===== config.mk =====
export PLATFORM = sky130hd
export DESIGN_NAME = buffer_nic_fifo
export DESIGN_NICKNAME = d
export VERILOG_FILES = /design/src/rtl/nic_pkg.sv /design/src/rtl/nic_fifo_mem.sv /design/src/rtl/buffer_nic_fifo.sv
export SDC_FILE = /design/constraint.sdc
export NUM_CORES = 1
export LEC_CHECK = 0
export BUFFER_PORTS_ARGS = -buffer_cell sky130_fd_sc_hd__buf_4
export CAP_MARGIN = 20
export CORE_UTILIZATION = 63
export CTS_BUF_LIST = sky130_fd_sc_hd__clkbuf_16
export CTS_CLUSTER_SIZE = 14
export DETAILED_ROUTE_END_ITERATION = 16
export PLACE_DENSITY = 0.91
export SYNTH_ARGS = -nofsm -noshare
export SYNTH_HDL_FRONTEND = slang
export SYNTH_SLANG_ARGS = --single-unit

===== constraint.sdc =====
create_clock -name clk -period 4 [get_ports clk]
set_input_delay 1.2 -clock clk [delete_from_list [all_inputs] [get_ports clk]]
set_output_delay 1.2 -clock clk [all_outputs]
set_load 0.02 [all_outputs]

===== src/rtl/nic_pkg.sv =====
// nic_pkg
// Shared constants for the network interface controller: the default payload
// width used by buffer_nic, buffer_nic_fifo and the router ports, plus the
// flit field widths and flit type encoding the router ports agree on.
package nic_pkg;

    // Default payload width carried between the processor side and the router.
    localparam int NIC_DATA_SIZE = 64;

    // Flit layout shared with the router ports.
    localparam int FLIT_TYPE_W    = 2;
    localparam int FLIT_DEST_W    = 4;
    localparam int FLIT_PAYLOAD_W = NIC_DATA_SIZE - FLIT_TYPE_W - FLIT_DEST_W;

    typedef enum logic [FLIT_TYPE_W-1:0] {
        FLIT_HEAD   = 2'b00,
        FLIT_BODY   = 2'b01,
        FLIT_TAIL   = 2'b10,
        FLIT_SINGLE = 2'b11
    } flit_type_e;

    // Default FIFO geometry for the NIC buffer.
    localparam int NIC_FIFO_DEPTH = 4;

endpackage : nic_pkg


===== src/rtl/nic_fifo_mem.sv =====
// nic_fifo_mem
// Register-array storage for buffer_nic_fifo: one synchronous write port and
// one asynchronous (combinational) read port. All entries clear on reset.
//
// Ports:
//   clk      - clock, writes occur on the rising edge
//   reset    - asynchronous active-low reset, zeroes every entry
//   i_we     - write enable
//   i_waddr  - write address
//   i_wdata  - write data
//   i_raddr  - read address
//   o_rdata  - entry at i_raddr, combinational
module nic_fifo_mem
    import nic_pkg::*;
#(
    parameter int DATA_SIZE = NIC_DATA_SIZE,
    parameter int DEPTH     = NIC_FIFO_DEPTH,
    parameter int ADDR_W    = $clog2(DEPTH)
) (
    input  logic                 clk,
    input  logic                 reset,
    input  logic                 i_we,
    input  logic [ADDR_W-1:0]    i_waddr,
    input  logic [DATA_SIZE-1:0] i_wdata,
    input  logic [ADDR_W-1:0]    i_raddr,
    output logic [DATA_SIZE-1:0] o_rdata
);

    logic [DATA_SIZE-1:0] r_mem [DEPTH];

    // Storage array; reset clears every slot so a freshly reset FIFO shows zero
    // on its read port.
    always_ff @(posedge clk or negedge reset) begin
        if (!reset) begin
            for (int i = 0; i < DEPTH; i++) begin
                r_mem[i] <= '0;
            end
        end else if (i_we) begin
            r_mem[i_waddr] <= i_wdata;
        end
    end

    assign o_rdata = r_mem[i_raddr];

endmodule : nic_fifo_mem


===== src/rtl/buffer_nic_fifo.sv =====
// buffer_nic_fifo
// DEPTH-entry show-ahead FIFO between the processor-side interface and the
// router port of the NIC. Provides full/empty/almost-full status, occupancy,
// a synchronous flush and sticky overflow/underflow flags.
//
// Ports:
//   clk         - clock, all state updates on the rising edge
//   reset       - asynchronous active-low reset
//   flush       - synchronous clear of pointers, count and error flags
//   Re          - pop request
//   We          - push request
//   data_in     - push payload
//   data_out    - head entry (valid while empty is low)
//   full        - count == DEPTH
//   empty       - count == 0
//   almost_full - count >= AF_LEVEL
//   count       - current occupancy, 0..DEPTH
//   ovf         - sticky: a push was rejected because the FIFO was full
//   udf         - sticky: a pop was rejected because the FIFO was empty
//
// DEPTH must be a power of two (pointers wrap by natural overflow).
module buffer_nic_fifo
    import nic_pkg::*;
#(
    parameter int DATA_SIZE = NIC_DATA_SIZE,
    parameter int DEPTH     = NIC_FIFO_DEPTH,
    parameter int AF_LEVEL  = DEPTH - 1
) (
    input  logic                         clk,
    input  logic                         reset,
    input  logic                         flush,
    input  logic                         Re,
    input  logic                         We,
    input  logic [DATA_SIZE-1:0]         data_in,
    output logic [DATA_SIZE-1:0]         data_out,
    output logic                         full,
    output logic                         empty,
    output logic                         almost_full,
    output logic [$clog2(DEPTH):0]       count,
    output logic                         ovf,
    output logic                         udf
);

    localparam int ADDR_W = $clog2(DEPTH);
    localparam logic [ADDR_W:0] C_DEPTH = (ADDR_W+1)'(DEPTH);
    localparam logic [ADDR_W:0] C_AF    = (ADDR_W+1)'(AF_LEVEL);

    logic [ADDR_W-1:0] r_wr_ptr;
    logic [ADDR_W-1:0] r_rd_ptr;
    logic [ADDR_W:0]   r_count;
    logic              r_ovf;
    logic              r_udf;

    logic              w_re_do;
    logic              w_we_do;
    logic              w_mem_we;

    // A push while full is still accepted when a pop frees the head slot on
    // the same edge, which keeps one-in/one-out throughput at full occupancy.
    assign w_re_do  = Re & ~empty;
    assign w_we_do  = We & (~full | w_re_do);
    // Flush wins over a same-edge push, so the array must not be written.
    assign w_mem_we = w_we_do & ~flush;

    nic_fifo_mem #(
        .DATA_SIZE (DATA_SIZE),
        .DEPTH     (DEPTH),
        .ADDR_W    (ADDR_W)
    ) u_mem (
        .clk     (clk),
        .reset   (reset),
        .i_we    (w_mem_we),
        .i_waddr (r_wr_ptr),
        .i_wdata (data_in),
        .i_raddr (r_rd_ptr),
        .o_rdata (data_out)
    );

    // Pointer and occupancy tracking; simultaneous push and pop leave the
    // count untouched.
    always_ff @(posedge clk or negedge reset) begin
        if (!reset) begin
            r_wr_ptr <= '0;
            r_rd_ptr <= '0;
            r_count  <= '0;
        end else if (flush) begin
            r_wr_ptr <= '0;
            r_rd_ptr <= '0;
            r_count  <= '0;
        end else begin
            if (w_we_do) begin
                r_wr_ptr <= r_wr_ptr + ADDR_W'(1);
            end
            if (w_re_do) begin
                r_rd_ptr <= r_rd_ptr + ADDR_W'(1);
            end
            case ({w_we_do, w_re_do})
                2'b10:   r_count <= r_count + (ADDR_W+1)'(1);
                2'b01:   r_count <= r_count - (ADDR_W+1)'(1);
                default: r_count <= r_count;
            endcase
        end
    end

    // Sticky error flags, cleared only by flush or reset. Overflow is only
    // raised when no paired pop rescued the push.
    always_ff @(posedge clk or negedge reset) begin
        if (!reset) begin
            r_ovf <= 1'b0;
            r_udf <= 1'b0;
        end else if (flush) begin
            r_ovf <= 1'b0;
            r_udf <= 1'b0;
        end else begin
            if (We & full & ~w_re_do) begin
                r_ovf <= 1'b1;
            end
            if (Re & empty) begin
                r_udf <= 1'b1;
            end
        end
    end

    assign count       = r_count;
    assign full        = (r_count == C_DEPTH);
    assign empty       = (r_count == '0);
    assign almost_full = (r_count >= C_AF);
    assign ovf         = r_ovf;
    assign udf         = r_udf;

endmodule : buffer_nic_fifo


# Yosys cells after proc, flatten, opt, wreduce, memory -nomap -nowiden
# Index checks and enable logic that the tools add are counted.
dict set report classes {
  shifts 0
  div_mod_pow 0
  n_lt_le_gt_ge 4
  eq_ne 3
  n_addsub 4
  n_mux 16
  reduce_logical 7
  multipliers 0
  n_bitwise 13
}
# cell count
set op_table {}
lappend op_table {{bitwise mux 256 bit} 1}
lappend op_table {{two-way mux 64 bit} 3}
lappend op_table {{binary-select mux 64 bit (select 2 bit)} 1}
lappend op_table {{demux 64 bit (select 2 bit)} 1}
lappend op_table {{two-way mux 2 bit} 4}
lappend op_table {{nonzero test 2 bit} 4}
lappend op_table {{AND 1 bit} 6}
lappend op_table {{>= comparator 3 bit, second input constant} 2}
lappend op_table {{inverter 2 -> 3 bit} 2}
lappend op_table {{one-hot mux 3 bit (2 select lines)} 1}
lappend op_table {{adder 2 x 1 -> 2 bit, second input constant} 2}
lappend op_table {{two-way mux 1 bit} 4}
lappend op_table {{inverter 1 bit} 4}
lappend op_table {{adder 3 x 1 -> 3 bit, second input constant} 1}
lappend op_table {{== test 3 bit, second input constant} 1}
lappend op_table {{>= comparator 3 x 2 -> 1 bit, second input constant} 1}
lappend op_table {{logical NOT 3 bit} 1}
lappend op_table {{< comparator 3 x 1 -> 1 bit, second input constant} 1}
lappend op_table {{two-way mux 3 bit} 1}
lappend op_table {{nonzero test 3 bit} 1}
lappend op_table {{subtractor 3 x 1 -> 3 bit, second input constant} 1}
lappend op_table {{== test 2 x 1 -> 1 bit, second input constant} 1}
lappend op_table {{== test 2 bit, second input constant} 1}
lappend op_table {{logical AND 1 bit} 1}
lappend op_table {{OR 1 bit} 1}
dict set report totals {
  inputBits 69
  memories 0
  elab_cells 56
  output_inout_bits 72
  latchBits 0
  ff_bits 265
  ramBits 0
  rom_bits 0
}

# Longest topological paths before layout
dict set report logic_depth {
  depth_word 8
  mapped_depth 7
}

# Hierarchy
# A second synthesis with hierarchy kept.
dict set report unflattened {
  cells_unflattened 685
  area_unflattened_um2 11793.8
}
# mod n_inst seq_area_each_um2 area_per_inst_um2 cells_per_inst
set modules_own_cells {}
lappend modules_own_cells {nic_fifo_mem 1 6406.1 11162.0 621}
lappend modules_own_cells {buffer_nic_fifo 1 225.2 631.9 64}

# Least setup slack after synthesis
# OpenSTA, ideal clock, no wires.
dict set report synth_timing {
  kind {input port to flip-flop}
  start {in Re}
  end {reg r_count[2], in the netlist count[2]}
  arrival_ns 2.666
  t_required_ns 3.918
  n_path_buf 1
  setup_slack_ns 1.252
  cell_stages 6
  cell_sequence {clkbuf_1 o31ai_1 nor2_1 fa_1 or4_1 a31oi_1}
}
dict set report synth_between {
  elab_chain_cells 6
  word_cells_on_any_way 8
  cone_classes {eq/ne (2); mux (2); bitwise (3); reduce/logical (1)}
}
# item line_no
set synth_rtl {}
lappend synth_rtl {{start: declaration} buffer_nic_fifo.sv:32} ;# input logic Re,
lappend synth_rtl {{AND 1 bit (*)} buffer_nic_fifo.sv:60} ;# assign w_re_do = Re & ~empty;
lappend synth_rtl {{OR 1 bit} buffer_nic_fifo.sv:61} ;# assign w_we_do = We & (~full | w_re_do);
lappend synth_rtl {{AND 1 bit} buffer_nic_fifo.sv:61}
lappend synth_rtl {{== test 2 x 1 -> 1 bit or == test 2 bit (tied branches)} buffer_nic_fifo.sv:97} ;# case ({w_we_do, w_re_do})
lappend synth_rtl {{one-hot mux 3 bit (2 select lines)} buffer_nic_fifo.sv:97}
lappend synth_rtl {{two-way mux 3 bit} buffer_nic_fifo.sv:86} ;# end else if (flush) begin
lappend synth_rtl {{end signal: assignment} buffer_nic_fifo.sv:98} ;# 2'b10: r_count <= r_count + (ADDR_W+1)'(1);
lappend synth_rtl {{end signal: assignment} buffer_nic_fifo.sv:99} ;# 2'b01: r_count <= r_count - (ADDR_W+1)'(1);
lappend synth_rtl {{end signal: assignment} buffer_nic_fifo.sv:100} ;# default: r_count <= r_count;
lappend synth_rtl {{end: declaration} buffer_nic_fifo.sv:50} ;# logic [ADDR_W:0] r_count;
# Mark *: on every way between the ends. The rest lies on a longest branch, timed or not.
# A chain may end at the register's enable or synchronous reset.

# Worst setup path in the final report
dict set report layout_timing {
  start {reg r_rd_ptr[0]}
  end {out data_out[60]}
}
dict set report layout_between {
  elab_chain_cells 4
}
# item line_no
set layout_rtl {}
lappend layout_rtl {{start: declaration} buffer_nic_fifo.sv:49} ;# logic [ADDR_W-1:0] r_rd_ptr;
lappend layout_rtl {{start signal: assignment} buffer_nic_fifo.sv:95} ;# r_rd_ptr <= r_rd_ptr + ADDR_W'(1);
lappend layout_rtl {{inverter 2 -> 3 bit (implied by the code)} nic_fifo_mem.sv:43} ;# assign o_rdata = r_mem[i_raddr];
lappend layout_rtl {{binary-select mux 64 bit (select 2 bit)} nic_fifo_mem.sv:43}
lappend layout_rtl {{two-way mux 64 bit (implied by the code) (2 in a row)} nic_fifo_mem.sv:43}
lappend layout_rtl {{end: declaration} buffer_nic_fifo.sv:35} ;# output logic [DATA_SIZE-1:0] data_out,
# Every way passes these cells. The select of a mux whose other input is x is not followed.

==> results.json <==
{
  "cp.arrival_ns": 2.37,
  "cts_hold_repair.buffers": 0,
  "failed_checks": "DRC",
  "cts_resized": 0,
  "ant_nets": 0,
  "ctsRootBufferMaster": "clkbuf_16",
  "clock_path_buffers": 3,
  "cts.clk_slew.worst_paths_ns": 0.06,
  "hold-path-cell-count": 1,
  "worst-path-buf-inv": 2,
  "hold_path_class": "flip-flop to flip-flop",
  "setup_viol": 0,
  "synth_cell_types": 37,
  "dieArea_sq_mm": 0.01911,
  "diodes": 0,
  "min_period_over_period_pct": 89.35,
  "synthCells": 687,
  "relSlewSlack_pct": 43.76,
  "r2r-end": "u_mem.r_mem[35]$_DFFE_PN0P_",
  "antenna_found_initial": 0,
  "ir_drop_mv": 0.4053,
  "layout_common_cells": "dfrtp_1 (263), mux2_2 (247), buf_4 (150)",
  "status": "complete, but fails checks",
  "worst_path_max_delay_cell": "dfrtp_4",
  "critPathMostFrequentCell": "buf_4",
  "grt_pass1_vias": 7545,
  "cp-start-kind": "flip-flop",
  "grt_first_pass_wirelength_mm": 40.35,
  "cts_buffers": 27,
  "whs_endpoint": "u_mem.r_mem[197]$_DFFE_PN0P_",
  "min_period_ns": 3.574,
  "crit_family": "flip-flops",
  "vias": 6640,
  "reg2regPathDepth": 4,
  "syn2layout_area_growth_pct": 17.44,
  "drt_first_pass_iters": 11,
  "htree_levels": 1,
  "die_h_um": 138.2,
  "skew_ns": 0.01726,
  "pwr_density_cell_mw_per_mm2": 660.0,
  "yosysSeqAreaShare_pct": 56.72,
  "layout-drive-gt1-share_pct": 60.43,
  "critical_path_required_ns": 2.80,
  "fin_cells": 1073,
  "syn_nets": 761,
  "gp_congestion": 0.7550,
  "final_hold_viol_count": 0,
  "placed_cell_area_sq_mm": 0.01294,
  "synth_ff_type": "dfrtp_1",
  "syn_area_per_cell_sq_um": 17.02,
  "crit_chain": "buf_4 > mux4_2 > buf_4",
  "vias_per_cell": 6.188,
  "cap_violations": 0,
  "post-cts-setup-buffers": 0,
  "synth_edf_count": 0,
  "drt_iter0_markers": 348,
  "drt-total-wl_mm": 24.19,
  "worstSetupPathType": "flip-flop to output pin",
  "endpoint_kind": "output pin",
  "rsz0062_at_grt": "no",
  "fin_tns_setup_ns": 0,
  "design_area_sq_mm": 0.01373,
  "avgRoutedWirePerCell_um": 22.54,
  "ios": 141,
  "slowest_delay_ns": 0.81,
  "synthArstFlopShare_pct": 100.0,
  "cts.sinks": 265,
  "clk_latency_ns": 0.52,
  "rrSetupSlack_ns": 1.68,
  "p_leak_nw": 6.066,
  "max_freq_mhz": 279.8,
  "synth_area_sq_mm": 0.01169,
  "die_w_um": 138.2,
  "worstPathMaxFanout": 28,
  "tightestPinTransition_ns": 0.8436,
  "place_inst": 1026,
  "layout_commonest_cell": "dfrtp_1",
  "port-buffer-count": 140,
  "hpwl_mm": 15.39,
  "drv_slew": 0,
  "drcViolationCount": 28,
  "r2r-start": "count[0]$_DFFE_PN0P_",
  "fp.coreArea_sq_mm": 0.01809,
  "globalRouteOverflowTotal": 0,
  "cts_tree": "yes",
  "start_util_pct": 64.64,
  "worstHoldStart": "u_mem.r_mem[197]$_DFFE_PN0P_",
  "grt_usage_pct": 26.77,
  "ys_ff_latch": 265,
  "synth_warnings": 0,
  "nets": 900,
  "std_cell_rows": 49,
  "grt_max_degree": 106
}
[routing by layer]
layer,wire [um],GRT usage [%]
met1,9663,35.34
met5,0,0
met2,12650,46.24
met4,333,6.150
met3,1544,5.542
[worst reg2reg max path, cell delays in order, from the launching register on]
cell and delay (ns):
dfrtp_1 0.63, nor4b_4 0.18, nor4bb_4 0.31, buf_4 0.61
mux2_2 0.47
[worst max path at each step]
stage | from | to | slack, ns | cells after the start
final | r_rd_ptr[0]$_DFFE_PN0P_ | data_out[60] | 0.43 | 3
after global routing | r_rd_ptr[0]$_DFFE_PN0P_ | data_out[6] | 0.31 | 3
after CTS | r_rd_ptr[0]$_DFFE_PN0P_ | data_out[6] | 0.38 | 3
after detailed placement | r_rd_ptr[0]$_DFFE_PN0P_ | data_out[6] | 0.93 | 3
after global placement | r_rd_ptr[0]$_DFFE_PN0P_ | data_out[6] | 0.94 | 3
after floorplan | Re | count[2]$_DFFE_PN0P_ | 1.25 | 6
[logic make-up after synthesis]
group / count (synthesis) / synth area share (%)
multiplexers: 322 / 37.17
flip-flops: 265 / 56.72
buffers and inverters: 50 / 2.879
AND/OR/NAND/NOR: 28 / 1.563
AO/OA/AOI/OAI: 13 / 0.7706
adder cells (fa/ha/maj): 5 / 0.5993
XOR/XNOR: 4 / 0.2997
[flip-flops by register name, indices dropped and copies added, names as in the netlist]
signal       cells
count            3
ovf              1
r_rd_ptr         2
r_wr_ptr         2
u_mem.r_mem    256
udf              1
[synth_stat cells, types with 4 or more instances]
cell type,instances,area [sq um]
buf_2,11,55.05
buf_4,8,60.06
buf_6,14,157.7
clkbuf_1,10,37.54
dfrtp_1,265,6631
ha_1,4,50.05
inv_1,4,15.01
mux2_1,10,112.6
mux2_2,247,2781
mux4_2,64,1441
nor2_1,8,30.03
[stage by stage]
stage	power, mW	setup slack (ns)	hold WS [ns]	utilization [%]
6_report	9.062	0.4259	0.4867	75.92
3_5_place_dp	6.851	0.9270	0.4754	71.57
5_1_grt	9.496	0.3069	0.4974	75.92
2_1_floorplan	5.811	1.252	0.4526	-
3_3_place_gp	6.612	0.9430	0.4617	71.57
4_1_cts	9.137	0.3777	0.4888	75.92
[power breakdown]
group | switching [mW] | leakage (nW) | total, mW | internal [mW]
sequential | 0.521 | 3.31 | 4.08 | 3.56
clock | 0.983 | 0.401 | 2.26 | 1.28
combinational | 1.14 | 2.35 | 2.73 | 1.59
total | 2.64 | 6.07 | 9.06 | 6.42
[cell type report]
type	instances	area (sq um)
Fill cell	1021	4355
Clock inverter	20	110.1
Clock buffer	27	675.6
Timing Repair Buffer	156	1241
Inverter	4	15.01
Tap cell	229	286.5
Multi-Input combinational cell	372	4766
Sequential cell	265	6636
Note: power is estimated with default switching activity, not from simulation.
